[config.mk]
export PLATFORM = sky130hd
export DESIGN_NAME = clock_div_ctrl
export DESIGN_NICKNAME = d
export VERILOG_FILES = /design/src/rtl/clock_div_pkg.sv /design/src/rtl/clock_div_core.sv /design/src/rtl/clock_div_ctrl.sv
export SDC_FILE = /design/constraint.sdc
export NUM_CORES = 1
export LEC_CHECK = 0
export BUFFER_PORTS_ARGS = -buffer_cell sky130_fd_sc_hd__buf_2
export CORE_MARGIN = 2
export CORE_UTILIZATION = 60
export DETAILED_ROUTE_END_ITERATION = 7
export GPL_ROUTABILITY_DRIVEN = 1
export PLACE_DENSITY = 0.82
export SLEW_MARGIN = 0
export SYNTH_ARGS = -nofsm -noshare
export SYNTH_HDL_FRONTEND = slang
export SYNTH_HIERARCHICAL = 1
export SYNTH_SLANG_ARGS = --single-unit
[constraint.sdc]
create_clock -name clkin -period 5.1 [get_ports clkin]
set_input_delay 0.255 -clock clkin [delete_from_list [all_inputs] [get_ports clkin]]
set_output_delay 0.255 -clock clkin [all_outputs]
set_load 0.02 [all_outputs]
[src/rtl/clock_div_pkg.sv]
// clock_div_pkg
// Shared definitions for the programmable clock divider.
//   state_t   : controller FSM states (IDLE, RUN, PEND)
//   CNT_W_DEF : default width of the divide ratio and the period counter
//   MIN_DIV   : smallest legal divide ratio
package clock_div_pkg;

    typedef enum logic [1:0] {
        IDLE = 2'd0,
        RUN  = 2'd1,
        PEND = 2'd2
    } state_t;

    localparam int CNT_W_DEF = 8;
    localparam int MIN_DIV   = 2;

endpackage

[src/rtl/clock_div_core.sv]
// clock_div_core
// Divide-by-N counter with a registered divided clock and period tick.
// Ports:
//   clkin  in   reference clock
//   reset  in   asynchronous active-low reset
//   run    in   divider active during the coming cycle
//   load   in   load div as the new ratio and restart the period at cnt=0
//   div    in   ratio to load (CNT_W bits)
//   clkout out  divided clock, high while cnt < floor(div/2)
//   tick   out  high on the first cycle of every output period
//   wrap   out  current cycle is the last one of the period (cnt == div-1)
module clock_div_core
    import clock_div_pkg::*;
#(
    parameter int CNT_W = CNT_W_DEF
) (
    input  logic             clkin,
    input  logic             reset,
    input  logic             run,
    input  logic             load,
    input  logic [CNT_W-1:0] div,
    output logic             clkout,
    output logic             tick,
    output logic             wrap
);

    localparam logic [CNT_W-1:0] ONE = CNT_W'(1);

    logic [CNT_W-1:0] cnt_q;
    logic [CNT_W-1:0] cnt_d;
    logic [CNT_W-1:0] div_q;
    logic [CNT_W-1:0] div_d;
    logic             run_q;
    logic             clkout_q;
    logic             tick_q;

    assign wrap = run_q && (cnt_q == (div_q - ONE));

    always_comb begin
        div_d = load ? div : div_q;
        if (!run || load || wrap) begin
            cnt_d = '0;
        end else begin
            cnt_d = cnt_q + ONE;
        end
    end

    // clkout and tick are registered from the next counter value so they
    // line up with cnt in the same cycle, with no decode glitches.
    always_ff @(posedge clkin or negedge reset) begin
        if (!reset) begin
            cnt_q    <= '0;
            div_q    <= '0;
            run_q    <= 1'b0;
            clkout_q <= 1'b0;
            tick_q   <= 1'b0;
        end else begin
            cnt_q    <= cnt_d;
            div_q    <= div_d;
            run_q    <= run;
            clkout_q <= run && (cnt_d < (div_d >> 1));
            tick_q   <= run && (cnt_d == '0);
        end
    end

    assign clkout = clkout_q;
    assign tick   = tick_q;

endmodule

[src/rtl/clock_div_ctrl.sv]
// clock_div_ctrl
// Sequences start, stop and ratio changes of the divider so that changes
// only take effect on an output-period boundary.
// Ports:
//   clkin     in   reference clock
//   reset     in   asynchronous active-low reset
//   cfg_valid in   configuration request valid
//   cfg_ready out  request can be accepted (IDLE or RUN)
//   cfg_en    in   1 = run at cfg_div, 0 = stop
//   cfg_div   in   requested divide ratio (CNT_W bits)
//   clkout    out  divided clock
//   tick      out  pulse on the first cycle of each clkout period
//   running   out  divider active (RUN or PEND)
//   cfg_err   out  pulse the cycle after an accepted enable with ratio < 2
module clock_div_ctrl
    import clock_div_pkg::*;
#(
    parameter int CNT_W = CNT_W_DEF
) (
    input  logic             clkin,
    input  logic             reset,
    input  logic             cfg_valid,
    output logic             cfg_ready,
    input  logic             cfg_en,
    input  logic [CNT_W-1:0] cfg_div,
    output logic             clkout,
    output logic             tick,
    output logic             running,
    output logic             cfg_err
);

    localparam logic [CNT_W-1:0] MIN_DIV_W = CNT_W'(MIN_DIV);

    state_t           state_q;
    state_t           state_d;
    logic             pend_en_q;
    logic [CNT_W-1:0] pend_div_q;
    logic             pend_set;
    logic             cfg_err_q;
    logic             accept;
    logic             bad_req;
    logic             core_run;
    logic             core_load;
    logic [CNT_W-1:0] core_div;
    logic             wrap;

    assign cfg_ready = (state_q != PEND);
    assign running   = (state_q != IDLE);
    assign accept    = cfg_valid && cfg_ready;
    // An enable with an unusable ratio is consumed but otherwise ignored.
    assign bad_req   = cfg_en && (cfg_div < MIN_DIV_W);

    always_comb begin
        state_d   = state_q;
        core_run  = 1'b0;
        core_load = 1'b0;
        core_div  = pend_div_q;
        pend_set  = 1'b0;
        case (state_q)
            IDLE: begin
                core_div = cfg_div;
                if (accept && cfg_en && !bad_req) begin
                    core_run  = 1'b1;
                    core_load = 1'b1;
                    state_d   = RUN;
                end
            end
            RUN: begin
                core_run = 1'b1;
                // A request landing on the wrap edge still waits for the
                // following wrap, so the period just started runs whole.
                if (accept && !bad_req) begin
                    pend_set = 1'b1;
                    state_d  = PEND;
                end
            end
            PEND: begin
                core_run = 1'b1;
                if (wrap) begin
                    if (pend_en_q) begin
                        core_load = 1'b1;
                        state_d   = RUN;
                    end else begin
                        core_run = 1'b0;
                        state_d  = IDLE;
                    end
                end
            end
            default: state_d = IDLE;
        endcase
    end

    always_ff @(posedge clkin or negedge reset) begin
        if (!reset) begin
            state_q    <= IDLE;
            pend_en_q  <= 1'b0;
            pend_div_q <= '0;
            cfg_err_q  <= 1'b0;
        end else begin
            state_q   <= state_d;
            cfg_err_q <= accept && bad_req;
            if (pend_set) begin
                pend_en_q  <= cfg_en;
                pend_div_q <= cfg_div;
            end
        end
    end

    assign cfg_err = cfg_err_q;

    clock_div_core #(
        .CNT_W (CNT_W)
    ) u_core (
        .clkin  (clkin),
        .reset  (reset),
        .run    (core_run),
        .load   (core_load),
        .div    (core_div),
        .clkout (clkout),
        .tick   (tick),
        .wrap   (wrap)
    );

endmodule

## Yosys cells after proc, flatten, opt, wreduce, memory -nomap -nowiden

Cells that the tools add are included.

- $add $sub $neg: 2
- $mul: 0
- Equal/unequal tests: 7
- Reductions and logical operators: 17
- Magnitude comparators: 2
- Bitwise gates (word level): 0
- Multiplexer cells: 16
- Shifts and indexed selects: 0
- Divide/modulo/power cells: 0

Operator list:

| cell | count |
|---|---|
| 8-bit two-way mux | 3 |
| 1-bit logical AND | 9 |
| 8-bit by 1-bit adder with 8-bit output, second input constant | 1 |
| 8-bit equality test | 1 |
| 8-bit zero test | 1 |
| 8-bit by 2-bit < comparator with 1-bit output, second input constant | 1 |
| 8-bit by 7-bit < comparator with 1-bit output | 1 |
| 8-bit by 1-bit subtractor with 8-bit output, second input constant | 1 |
| 1-bit two-way mux | 7 |
| 2-bit two-way mux | 3 |
| 2-bit inequality test, second input constant | 3 |
| 2-bit case mux with 3 select lines | 1 |
| 1-bit case mux with 3 select lines | 1 |
| 3-bit AND reduction | 1 |
| 2-bit by 1-bit equality test with 1-bit output, second input constant | 1 |
| 2-bit equality test, second input constant | 1 |
| 1-bit zero test | 2 |
| 2-bit zero test | 1 |
| 1-bit logical OR | 2 |
| 2-bit by 1-bit inequality test with 1-bit output, second input constant | 1 |
| 1-bit case mux with 2 select lines | 1 |
| 2-bit nonzero test | 1 |

- Bits in latches: 0
- RAM bits: 0
- Bits in read-only memories: 0
- Input bits: 12
- Register bits after elaboration: 31
- Memories: 0
- Logic and storage cells: 54

## Depth between registers and ports, before layout

Gate-level depths: netlist of run 1.

- Depth in word-level cells: 12
- Depth in mapped cells: 21
- Depth with buffers taken out: 20

## Modules after synthesis

The synthesis of run 1 kept the hierarchy.

By module, submodules not included:

| module | instances | cells an instance | area each (µm²) |
|---|---|---|---|
| clock_div_core | 1 | 154 | 1435.1 |
| clock_div_ctrl | 1 | 50 | 668.1 |

## Worst setup path before layout of run 1

No wires, ideal clock.

- Kind: reg-to-reg
- From: register u_core.div_q[0]
- To: register u_core.clkout_q (netlist: u_core/clkout)
- Path slack: 0.847 ns
- Data arrival time: 4.188 ns
- Stages on the path, launching flop included: 22
- Setup time: 0.065 ns
- Period minus slack after synthesis: 4.253 ns
- Cells stage by stage: dfrtp_1 inv_1 ha_1 buf_2 nor3_1 and4b_1 a21oi_1 a22oi_2 and4b_1 inv_1 o21ai_0 nand3_1 inv_1 nor2_1 a21boi_0 a21boi_0 ha_1 and4_1 a2111oi_0 o21ai_0 a221oi_1 a21o_1

- Cells in the longest elaborated chain, start to end: 11
- Elaborated cells on any way between the ends: 14
- Those cells by class: 1 x add/sub; 1 x order compare; 1 x eq/ne; 6 x mux; 5 x reduce/logical

Ends and longest elaborated chain:

| item | RTL line | text |
|---|---|---|
| start, declared | clock_div_core.sv:31 | `logic [CNT_W-1:0] div_q;` |
| start signal, assigned | clock_div_core.sv:59 | `div_q <= div_d;` |
| 8-bit by 1-bit subtractor with 8-bit output | clock_div_core.sv:37 | `assign wrap = run_q && (cnt_q == (div_q - ONE));` |
| 8-bit equality test | clock_div_core.sv:37 |  |
| 1-bit logical AND | clock_div_core.sv:37 |  |
| via wrap | clock_div_ctrl.sv:45 | `logic wrap;` |
| 1-bit two-way mux | clock_div_ctrl.sv:79 | `if (wrap) begin` |
| 1-bit case mux with 3 select lines | clock_div_ctrl.sv:59 | `case (state_q)` |
| via core_run | clock_div_ctrl.sv:42 | `logic core_run;` |
| 1-bit zero test | clock_div_core.sv:41 | `if (!run \|\| load \|\| wrap) begin` |
| 1-bit logical OR (2 in series) | clock_div_core.sv:41 |  |
| 8-bit two-way mux | clock_div_core.sv:41 |  |
| via u_core.cnt_d[5] | clock_div_core.sv:30 | `logic [CNT_W-1:0] cnt_d;` |
| 8-bit by 7-bit < comparator with 1-bit output | clock_div_core.sv:61 | `clkout_q <= run && (cnt_d < (div_d >> 1));` |
| 1-bit logical AND | clock_div_core.sv:61 |  |
| end signal, assigned | clock_div_core.sv:61 |  |
| end, declared | clock_div_core.sv:34 | `logic clkout_q;` |

The timed path passes the listed nets, and every way through them passes these cells.
A chain may end at the register's enable or synchronous reset.

## Worst setup path after layout of run 1

Ends and elaborated chain as after synthesis.

==> Implementation_results.wiki, run 1 <==
{| class="wikitable"
! Metric !! Value
|-
| Total number of H-tree levels || 2
|-
| Max cap viols || 0
|-
| Achievable clock frequency || 0.210 GHz
|-
| Number of pins with negative max-slew slack in the final report || 0
|-
| Remaining antenna violation count after routing || 0
|-
| Fraction of final layout cells with drive strength greater than 1 || 0.250
|-
| Cell area power density || 546 nW/um^2
|-
| Sequential Area || 776 um^2
|-
| Chip Width || 63.2 um
|-
| Placeable Area || 3360 um^2
|-
| Area delta synth->final || 9.64%
|-
| Number of top-level pins || 17
|-
| Tightest Pin Transition || 0.708 ns
|-
| CP endpoint kind || register
|-
| Least setup slack across all paths after layout || 0.337 ns
|-
| Routed wire per std cell || 17.0 um
|-
| Via density per instance || 6.12
|-
| Max rail drop VDD || 356 uV
|-
| Worst setup path category || register to register
|-
| Number of setup buffers added after CTS || 0
|-
| Class of the tightest hold or removal check || input port to register
|-
| Portion of synthesized cell area occupied by the leading cell type || 0.369
|-
| Final Critical Period || 4.76 ns
|-
| Hold Slack || 0.188 ns
|-
| Final net count || 243
|-
| Overall via count from detail_route || 1,653
|-
| Floorplan row count || 21
|-
| Overall routed net length || 4590 um
|-
| Commonest cells after routing, fill and taps aside || dfrtp_1, mux2_2, inv_1, nand2_1, buf_2
|-
| Worst-path fanout max || 8
|-
| Antenna Cells || 0
|-
| Final count of negative-setup-slack endpoints || 0
|-
| Global-route congestion overflow total || 0
|-
| Filler cell count || 273
|-
| Setup WS pre-CTS || 0.271 ns
|-
| Initial core utilization || 0.625
|-
| Clock Latency Late Sink || 0.34 ns
|-
| Status || complete, no violations
|-
| CTS tree || yes
|-
| Placed inst area || 2220 um^2
|-
| Count of flip-flops with a built-in enable after synthesis || 0
|-
| Final Skew || 0.0140 ns
|-
| Post-Synthesis Cells || 204
|-
| Count of cell types in the netlist || 54
|-
| Syn_area_per_cell || 10.3 um^2
|-
| Total track usage || 0.258
|-
| Post-layout instance count excluding filler cells || 270
|-
| Die area || 3990 um^2
|-
| Syn_nets || 224
|-
| Port Buffer Count || 16
|-
| Leakage Power || 1.01 nW
|-
| Placer's final routability congestion estimate || 0.903
|-
| Die boundary height || 63.2 um
|-
| Clock tree root driver cell || clkbuf_4
|-
| Fraction of the yosys area taken by sequential cells || 0.369
|-
| Unrepaired setup endpoints after global routing || no
|-
| Clock transition time at the flip-flop clock pins of the worst setup and hold paths || 0.10 ns
|-
| Fin. Hold Viols || 0
|-
| Critical Path Start Type || register
|-
| Netlist area before placement || 2100 um^2
|-
| Data arrival time of the critical path || 5.05 ns
|-
| Post-layout total power || 1.26 mW
|-
| Post-synth top flop || dfrtp_1
|-
| Relative slew slack || 0.528
|-
| Data required time of the worst path || 5.38 ns
|-
| Post-synth ARST share || 1.00
|-
| DR DRC count || 0
|-
| Summed area of non-filler cells in the final layout || 2310 um^2
|-
| Clock sink count || 31
|-
| Antenna violations before repair || 0
|-
| Maximum count of clock buffers along a single path || 2
|-
| Share of the clock period used by the worst path after layout || 0.934
|-
| Final core utilization || 0.686
|-
| Largest cells by area after synthesis || dfrtp_1, mux2_2, ha_1, xnor2_1, inv_1
|-
| Fin Setup TNS || 0 ns
|-
| Leading cell type in the layout, fill and taps excluded || dfrtp_1
|-
| Number of buffers inserted during clock tree synthesis || 5
|-
| Number of DRC markers in iteration 0 || 102
|-
| Multi-input gate area in the final layout || 1230 um^2
|-
| Number of register bits inferred by synthesis || 31
|-
| HPWL after detailed placement || 3470 um
|-
| First drt pass iteration count || 4
|-
| Global-route wire length before repair || 7870 um
|-
| Post-Place Cells || 261
|-
| Number of global-route vias before repair || 1,597
|-
| Warnings from Yosys || 6
|-
| Maximum number of pins on one net before global-route repair || 32
|-
| Area leader, netlist || dfrtp_1
|}
[sequential cells by signal, summed over array words and instances, names as in the netlist]
signal,cells
cfg_err,1
pend_div_q,8
pend_en_q,1
state_q,2
u_core/clkout,1
u_core/cnt_q,8
u_core/div_q,8
u_core/run_q,1
u_core/tick,1
[cell families after synthesis]
| group | share of synthesized area |
|---|---|
| buf+inv | 0.0458 |
| flops | 0.369 |
| compound gates | 0.167 |
| fa+ha+maj | 0.0476 |
| mux | 0.120 |
| simple gates | 0.180 |
| xor+xnor | 0.0702 |
[power breakdown]
part / switching (mW) / total [mW] / internal (mW)
combinational: 0.357 / 0.651 / 0.294
clock: 0.0825 / 0.164 / 0.0810
sequential: 0.108 / 0.445 / 0.336
total: 0.548 / 1.26 / 0.711
[timing repair]
action                     4_1_cts  5_1_grt
hold endpoints to repair        31        0
setup endpoints to repair        0        1
hold buffers                     1        0
gates resized for setup          0        2
[Yosys cell counts, types with 2 or more instances]
| library cell | instances |
|---|---|
| o21ai_0 | 4 |
| nor2_1 | 8 |
| nor4_4 | 2 |
| a21boi_0 | 2 |
| o211ai_1 | 2 |
| a21oi_1 | 8 |
| a211oi_1 | 4 |
| ha_1 | 8 |
| buf_2 | 2 |
| nand2_1 | 17 |
| and4b_1 | 2 |
| a31oi_1 | 4 |
| nor3_1 | 4 |
| mux2_2 | 18 |
| dfrtp_1 | 31 |
| mux2i_1 | 5 |
| a21o_1 | 3 |
| inv_1 | 17 |
| nand4_1 | 3 |
| and4_1 | 3 |
| xor2_1 | 5 |
| nand3_1 | 5 |
| xnor2_1 | 10 |
| clkbuf_1 | 4 |
| o21bai_1 | 2 |
| nand4b_1 | 2 |
| o21a_1 | 2 |
[final cells by class]
class | instances | area share
Sequential cell | 31 | 0.336
Clock buffer | 8 | 0.0298
Tap cell | 46 | 0.0250
Multi-Input combinational cell | 149 | 0.536
Timing Repair Buffer | 19 | 0.0456
Inverter | 17 | 0.0277
[final timing paths]
check	startpoint	end	slack [ns]	depth (start not counted)
max reg2reg	u_core/div_q[0]	u_core/clkout	0.34	20
min reg2reg	pend_div_q[4]	pend_div_q[4]	0.51	1
min in group asynchronous	reset	pend_div_q[4]	0.51	2
min	cfg_div[0]	pend_div_q[0]	0.19	2
max	u_core/div_q[0]	u_core/clkout	0.34	20
max in group asynchronous	reset	u_core/cnt_q[4]	4.12	2
[metal layers]
layer	global-route usage	part of all wire
met1	0.355	0.46
met2	0.404	0.47
met3	0.0571	0.055
met4	0.0897	0.011
met5	0	0
[critical path: stages, from the launching register on]
cell	delay, ns
dfrtp_1	0.46
inv_1	0.11
ha_1	0.34
nor3_1	0.12
and3_1	0.19
o31ai_2	0.30
nand2_1	0.09
and4b_1	0.24
inv_1	0.07
o21ai_0	0.08
nand3_1	0.20
inv_1	0.15
nor2_2	0.21
a21boi_0	0.22
a21boi_0	0.28
ha_1	0.30
and4_1	0.21
a2111oi_1	0.48
o21ai_0	0.23
a221oi_1	0.26
a21o_1	0.15
(Power assumes the default switching activity.)
==> run 2: changes to the inputs <==
- RECOVER_POWER: unset -> 50
==> run 2 against run 1 <==
The run now ends with max-capacitance violations, max-slew violations left. Via count did not move. Global-route usage did not move. Critical path depth did not move. Sequential power barely moved. Wire length did not move. Clock power barely moved. Cell count did not move. Flip-flop and latch count did not move. Die area did not move. Combinational power barely moved.
==> Implementation_results.wiki, run 2 (synthesis results as in run 1) <==
{| class="wikitable"
! Metric !! Value
|-
| Clock Latency Late Sink || 0.34 ns (about the same)
|-
| Critical Path Start Type || register
|-
| Remaining antenna violation count after routing || 0 (unchanged)
|-
| Clock sink count || 31 (unchanged)
|-
| Clock tree root driver cell || clkbuf_4
|-
| Maximum number of pins on one net before global-route repair || 32 (unchanged)
|-
| Post-layout total power || 1.26 mW (about the same)
|-
| Relative slew slack || -0.138 (-0.666)
|-
| Area delta synth->final || 9.52%
|-
| Data arrival time of the critical path || 5.05 ns (about the same)
|-
| Floorplan row count || 21 (unchanged)
|-
| Number of pins with negative max-slew slack in the final report || 32 (+32)
|-
| CTS tree || yes
|-
| DR DRC count || 0 (unchanged)
|-
| Leading cell type in the layout, fill and taps excluded || dfrtp_1
|-
| Routed wire per std cell || 17.0 um (unchanged)
|-
| Max cap viols || 1 (+1)
|-
| Final net count || 243 (unchanged)
|-
| Worst flop-to-flop path startpoint || u_core/div_q[0]
|-
| Share of the clock period used by the worst path after layout || 0.934 (unchanged)
|-
| Tightest Pin Transition || 1.71 ns (+0.999 ns)
|-
| Port Buffer Count || 16 (unchanged)
|-
| Chip Width || 63.2 um (unchanged)
|-
| Max rail drop VDD || 356 uV (about the same)
|-
| Data required time of the worst path || 5.38 ns (about the same)
|-
| Launching element of the worst setup path || u_core/div_q[0]
|-
| Highest metal layer with signal wires || met4
|-
| Die area || 3990 um^2 (unchanged)
|-
| Achievable clock frequency || 0.210 GHz (unchanged)
|-
| Fraction of final layout cells with drive strength greater than 1 || 0.241 (-0.00893)
|-
| Fin. Hold Viols || 0 (unchanged)
|-
| First drt pass iteration count || 4 (unchanged)
|-
| Unrepaired setup endpoints after global routing || no
|-
| Fin Setup TNS || 0 ns (unchanged)
|-
| Register-to-register path setup slack || 0.34 ns (about the same)
|-
| Global-route wire length before repair || 7870 um (unchanged)
|-
| Via density per instance || 6.12 (unchanged)
|-
| Initial core utilization || 0.625 (unchanged)
|-
| Cell area power density || 547 nW/um^2 (about the same)
|-
| Met2 wire len || 2160 um (about the same)
|-
| Largest registers ranked by flip-flop count || pend_div_q (8), u_core/cnt_q (8), u_core/div_q (8)
|-
| Total track usage || 0.258 (unchanged)
|-
| Antenna violations before repair || 0 (unchanged)
|-
| Violated checks || max-capacitance violations, max-slew violations
|-
| Number of buffers inserted during clock tree synthesis || 5 (unchanged)
|-
| Final count of negative-setup-slack endpoints || 0 (unchanged)
|-
| Die boundary height || 63.2 um (unchanged)
|-
| Commonest cells after routing, fill and taps aside || dfrtp_1, mux2_2, inv_1, nand2_1, buf_2
|-
| Leakage Power || 0.999 nW (-0.71%)
|-
| Status || finished with violations
|-
| Placeable Area || 3360 um^2 (unchanged)
|-
| HPWL after detailed placement || 3470 um (unchanged)
|-
| Met1 wire length || 2130 um (about the same)
|-
| Number of top-level pins || 17 (unchanged)
|-
| Clock transition time at the flip-flop clock pins of the worst setup and hold paths || 0.10 ns (about the same)
|-
| Placer's final routability congestion estimate || 0.903 (unchanged)
|-
| Number of DRC markers in iteration 0 || 103 (+0.98%)
|-
| Final Skew || 0.0140 ns (unchanged)
|-
| Total number of H-tree levels || 2 (unchanged)
|-
| Final Critical Period || 4.76 ns (unchanged)
|-
| Class of the tightest hold or removal check || input port to register
|-
| Antenna Cells || 0 (unchanged)
|-
| Overall via count from detail_route || 1,653 (unchanged)
|-
| Detailed route wirelength on metal3 || 253 um (unchanged)
|-
| CP endpoint kind || register
|-
| Number of global-route vias before repair || 1,597 (unchanged)
|-
| Overall routed net length || 4590 um (unchanged)
|-
| Worst setup path category || register to register
|-
| Worst-path fanout max || 8 (unchanged)
|-
| Global-route congestion overflow total || 0 (unchanged)
|-
| Hold_sp || cfg_div[0]
|-
| Maximum count of clock buffers along a single path || 2 (unchanged)
|}
==> run 2: layout make-up <==
cell class,count,area (um^2)
Inverter,17,63.8
Fill cell,273,1060
Timing Repair Buffer,19,103
Sequential cell,31,776
Tap cell,46,57.6
Multi-Input combinational cell,149,1230
Clock buffer,8,68.8
==> run 2: power breakdown <==
group / total [mW] / leakage, nW / switching [mW] / internal (mW)
clock: 0.164 / 0.0386 / 0.0825 / 0.0810
combinational: 0.651 / 0.568 / 0.357 / 0.294
sequential: 0.445 / 0.392 / 0.108 / 0.336
total: 1.26 / 0.999 / 0.548 / 0.711
==> run 2: worst max-delay path, stage by stage, from the launching register on <==
cell	delay, ns
dfrtp_1	0.46
inv_1	0.11
ha_1	0.34
nor3_1	0.12
and3_1	0.19
o31ai_2	0.30
nand2_1	0.09
and4b_1	0.24
inv_1	0.07
o21ai_0	0.08
nand3_1	0.20
inv_1	0.15
nor2_2	0.21
a21boi_0	0.22
a21boi_0	0.28
ha_1	0.30
and4_1	0.21
a2111oi_1	0.48
o21ai_0	0.23
a221oi_1	0.26
a21o_1	0.15
==> run 2: per-layer routing <==
layer | global-route usage | up-vias
met2 | 0.404 | 58
met5 | 0 | -
met1 | 0.355 | 811
li1 | - | 778
met3 | 0.0571 | 6
met4 | 0.0897 | 0
==> run 2: repair_timing <==
action                                  CTS  global route
setup buffers                             0             0
resized for setup                         0             2
hold buffers                              1             0
hold endpoints to repair                 31             0
endpoints found under the setup margin    0             1
==> run 2: final timing paths <==
check                             endpoint  cells after the start
max                          u_core/clkout                     20
min                          pend_div_q[0]                      2
max reg2reg                  u_core/clkout                     20
min reg2reg                  pend_div_q[4]                      1
max in group asynchronous  u_core/cnt_q[4]                      2
min in group asynchronous    pend_div_q[4]                      2
==> run 2: stage by stage <==
| stage | instance area, um^2 | instances | hold WS, ns | utilization | setup WS [ns] |
|---|---|---|---|---|---|
| finish | 2300 | 270 | 0.188 | 0.685 | 0.337 |
| detailed placement | 2220 | 261 | 0.337 | 0.661 | 0.271 |
| global placement | 2220 | 261 | 0.329 | 0.661 | 0.614 |
| global route | 2300 | 270 | 0.179 | 0.685 | 0.0708 |
| floorplan | 2100 | 204 | -0.0406 | - | 0.847 |
| CTS | 2300 | 270 | 0.182 | 0.685 | 0.239 |
==> run 3: changes to the inputs <==
- ABC_AREA: unset -> 1
- CORE_UTILIZATION: 60 -> 59
- CTS_CLUSTER_DIAMETER: unset -> 60
- PLACE_DENSITY: 0.82 -> 0.81
==> run 3 against run 2 <==
The run still ends with max-capacitance violations, max-slew violations left. Worst setup slack improved by 1.5 ns. Critical endpoint unchanged. Die area decreased by 3.1%. Highest routed layer unchanged. Register-to-register slack improved by 1.5 ns. Utilization decreased by 2.7 points. Synthesized cell count increased by 32%. Area after synthesis decreased by 4.9%. Sequential power decreased by 9.0%. Maximum frequency increased by 46%. Clock skew decreased by 0.0041 ns. Power decreased by 12%. First-iteration DRC count decreased by 17%. Count of clock-buffer cells in the layout unchanged.
==> Implementation_results.wiki, run 3 <==
{| class="wikitable"
! Metric !! Value
|-
| Die boundary height || 62.2 um (-1.6%)
|-
| Number of register bits inferred by synthesis || 31 (unchanged)
|-
| Violated checks || max-capacitance violations, max-slew violations
|-
| Global-route congestion overflow total || 0 (unchanged)
|-
| Final core utilization || 0.658 (-0.0266)
|-
| Post-Place Cells || 327 (+25%)
|-
| Post-synth ARST share || 1.00 (unchanged)
|-
| CP endpoint kind || register
|-
| Total track usage || 0.250 (-0.00777)
|-
| Portion of synthesized cell area occupied by the leading cell type || 0.388 (+0.0192)
|-
| Cell area power density || 515 nW/um^2 (-5.8%)
|-
| Worst setup path category || register to register
|-
| First drt pass iteration count || 4 (unchanged)
|-
| Remaining antenna violation count after routing || 0 (unchanged)
|-
| Overall via count from detail_route || 1,757 (+6.3%)
|-
| Worst-path fanout max || 12 (+4)
|-
| HPWL after detailed placement || 3340 um (-3.8%)
|-
| Global-route wire length before repair || 7580 um (-3.8%)
|-
| Relative slew slack || -0.0945 (+0.0435)
|-
| Data arrival time of the critical path || 3.55 ns (-1.50 ns)
|-
| Clock transition time at the flip-flop clock pins of the worst setup and hold paths || 0.10 ns (about the same)
|-
| Placeable Area || 3280 um^2 (-2.3%)
|-
| Leading cell type in the layout, fill and taps excluded || nand2_1
|-
| Fin Setup TNS || 0 ns (unchanged)
|-
| Class of the tightest hold or removal check || input port to register
|-
| Hold_sp || cfg_div[2]
|-
| Fin. Hold Viols || 0 (unchanged)
|-
| Fraction of the yosys area taken by sequential cells || 0.388 (+0.0192)
|-
| Number of pins with negative max-slew slack in the final report || 32 (unchanged)
|-
| Total number of H-tree levels || 2 (unchanged)
|-
| Count of cell types in the netlist || 25 (-54%)
|-
| Floorplan row count || 21 (unchanged)
|-
| Post-synth top flop || dfrtp_1
|-
| Share of the clock period used by the worst path after layout || 0.642 (-0.292)
|-
| Antenna violations before repair || 0 (unchanged)
|-
| Switching fraction of total power || 0.462 (+0.0268)
|-
| Unrepaired setup endpoints after global routing || no
|-
| Area leader, netlist || dfrtp_1
|-
| Clock Latency Late Sink || 0.34 ns (about the same)
|-
| Initial core utilization || 0.609 (-0.0166)
|-
| Launching element of the worst setup path || u_core/div_q[0]
|-
| Port Buffer Count || 16 (unchanged)
|-
| Number of DRC markers in iteration 0 || 86 (-17%)
|-
| Worst flop-to-flop path startpoint || u_core/div_q[0]
|-
| Number of top-level pins || 17 (unchanged)
|-
| Final Critical Period || 3.27 ns (-1.49 ns)
|-
| Final count of negative-setup-slack endpoints || 0 (unchanged)
|-
| Register share of total power || 0.364 (+0.011)
|-
| Post-layout instance count excluding filler cells || 336 (+24%)
|-
| Syn_nets || 290 (+29%)
|-
| Area delta synth->final || 8.13%
|-
| Achievable clock frequency || 0.306 GHz (+46%)
|-
| Via density per instance || 5.23 (-15%)
|-
| Leading cell type by number of instances after synthesis || nand2_1
|-
| Maximum count of clock buffers along a single path || 2 (unchanged)
|-
| Warnings from Yosys || 6 (unchanged)
|-
| Max cap viols || 1 (unchanged)
|-
| Final net count || 309 (+27%)
|-
| Clock sink count || 31 (unchanged)
|-
| Multi-input gate area in the final layout || 1010 um^2 (-18%)
|-
| Combinational group share of total power || 0.489 (-0.028)
|-
| Tightest Pin Transition || 1.64 ns (-0.0652 ns)
|-
| Max rail drop VDD || 327 uV (-8.3%)
|-
| Count of flip-flops with a built-in enable after synthesis || 0 (unchanged)
|-
| Final Skew || 0.00991 ns (-0.00408 ns)
|-
| Number of buffers inserted during clock tree synthesis || 5 (unchanged)
|-
| Syn_area_per_cell || 7.41 um^2 (-28%)
|-
| Placer's final routability congestion estimate || 0.946 (+4.8%)
|-
| Sequential Area || 776 um^2 (unchanged)
|-
| Post-synth top cells || nand2_1, inv_1, dfrtp_1
|-
| Hold Slack || 0.164 ns (-0.0246 ns)
|-
| Leakage Power || 1.15 nW (+15%)
|-
| Commonest cells after routing, fill and taps aside || nand2_1, inv_1, dfrtp_1
|-
| Chip Width || 62.2 um (-1.6%)
|-
| CTS tree || yes
|-
| Routed wire per std cell || 12.9 um (-24%)
|-
| Clock tree root driver cell || clkbuf_4
|-
| Critical Path Start Type || register
|-
| Status || finished with violations
|-
| Antenna Cells || 0 (unchanged)
|-
| Largest registers ranked by flip-flop count || pend_div_q (8), u_core/cnt_q (8), u_core/div_q (8)
|-
| Post-Synthesis Cells || 270 (+32%)
|-
| Die area || 3870 um^2 (-3.1%)
|-
| Netlist area before placement || 2000 um^2 (-4.9%)
|-
| Switching power of the nets || 0.514 mW (-6.2%)
|-
| Data required time of the worst path || 5.38 ns (about the same)
|-
| Clock power share || 0.148 (+0.018)
|-
| Filler cell count || 310 (+14%)
|-
| DR DRC count || 0 (unchanged)
|-
| Number of global-route vias before repair || 1,733 (+8.5%)
|-
| Maximum number of pins on one net before global-route repair || 32 (unchanged)
|-
| Overall routed net length || 4320 um (-6.0%)
|-
| Fraction of final layout cells with drive strength greater than 1 || 0.172 (-0.0687)
|-
| Largest cells by area after synthesis || dfrtp_1, nand2_1, inv_1, ha_1, nand3_1
|-
| Internal power || 0.599 mW (-16%)
|}
-- run 3: changes by cell type in the layout (fill, tap and decap cells not counted), sizes merged, moves of 6 or more --
cell,previous run,this run
inv,17,41
mux2,18,1
nand2,17,80
nand3,5,22
nand4,3,12
nor2,9,30
o21ai,4,18
or2,0,6
xnor2,10,3
-- run 3: through the flow --
stage | instance area, um^2 | setup WS, ns | power (mW)
floorplan | 2000 | 2.13 | 0.829
global placement | 2090 | 1.94 | 0.931
detailed placement | 2090 | 1.86 | 0.949
CTS | 2160 | 1.83 | 1.11
global route | 2160 | 1.40 | 1.21
finish | 2160 | 1.83 | 1.11
-- run 3: timing repair --
item,4_1_cts,5_1_grt
hold buffers,1,0
gates resized for setup,0,0
buffers inserted,0,0
setup endpoints to repair,0,0
hold endpoints to repair,31,0
-- run 3: final timing paths --
kind / endpoint / slack [ns] / depth (start not counted)
worst min-delay path: pend_div_q[2] / 0.16 / 3
worst min register to register: pend_div_q[6] / 0.48 / 2
worst max register to register: u_core/clkout / 1.83 / 20
max in group asynchronous: u_core/run_q / 3.29 / 2
worst max-delay path: u_core/clkout / 1.83 / 20
min in group asynchronous: pend_div_q[5] / 0.86 / 2
-- run 3: cells by family after synthesis --
group,Yosys count,synth area share
buffers and inverters,47,0.104
XOR/XNOR,6,0.0263
adder cells (fa/ha/maj),8,0.0501
flip-flops,31,0.388
multiplexers,1,0.00563
AND/OR/NAND/NOR,156,0.373
AO/OA/AOI/OAI,21,0.0526
-- run 3: layout make-up --
class                           count  share of cell area
Multi-Input combinational cell    192               0.469
Sequential cell                    31               0.359
Inverter                           42              0.0729
Timing Repair Buffer               17              0.0405
Clock buffer                        8              0.0318
Tap cell                           46              0.0266
-- run 3: worst max-delay path, cell delays in order, from the launching register on --
cell     delay [ns]
dfrtp_1        0.41
inv_1          0.15
ha_1           0.28
nand2_1        0.07
nand2_1        0.04
nor2_1         0.11
nand2_2        0.07
nor2_2         0.10
nand3_1        0.09
nor2_1         0.13
nand2_2        0.09
inv_1          0.10
nand3_1        0.13
nand2_1        0.28
inv_1          0.13
or2_2          0.29
o21ai_0        0.13
ha_1           0.32
nand3_1        0.09
nand4_1        0.10
a21oi_1        0.12
-- run 3: power by group through the flow --
stage	Combinational, mW	Sequential (mW)	Clock (mW)
floorplan	0.431	0.399	0
global placement	0.526	0.405	0
detailed placement	0.542	0.407	0
CTS	0.545	0.402	0.166
global route	0.625	0.414	0.174
finish	0.544	0.405	0.164
-- run 3: metal layers --
| layer | global-route usage | share of wire | wire length (um) | vias up |
|---|---|---|---|---|
| met5 | 0 | 0 | 0 | - |
| met4 | 0.103 | 0.019 | 83 | 0 |
| met3 | 0.0525 | 0.038 | 165 | 9 |
| met2 | 0.446 | 0.51 | 2200 | 40 |
| met1 | 0.294 | 0.43 | 1870 | 817 |
| li1 | - | - | - | 891 |
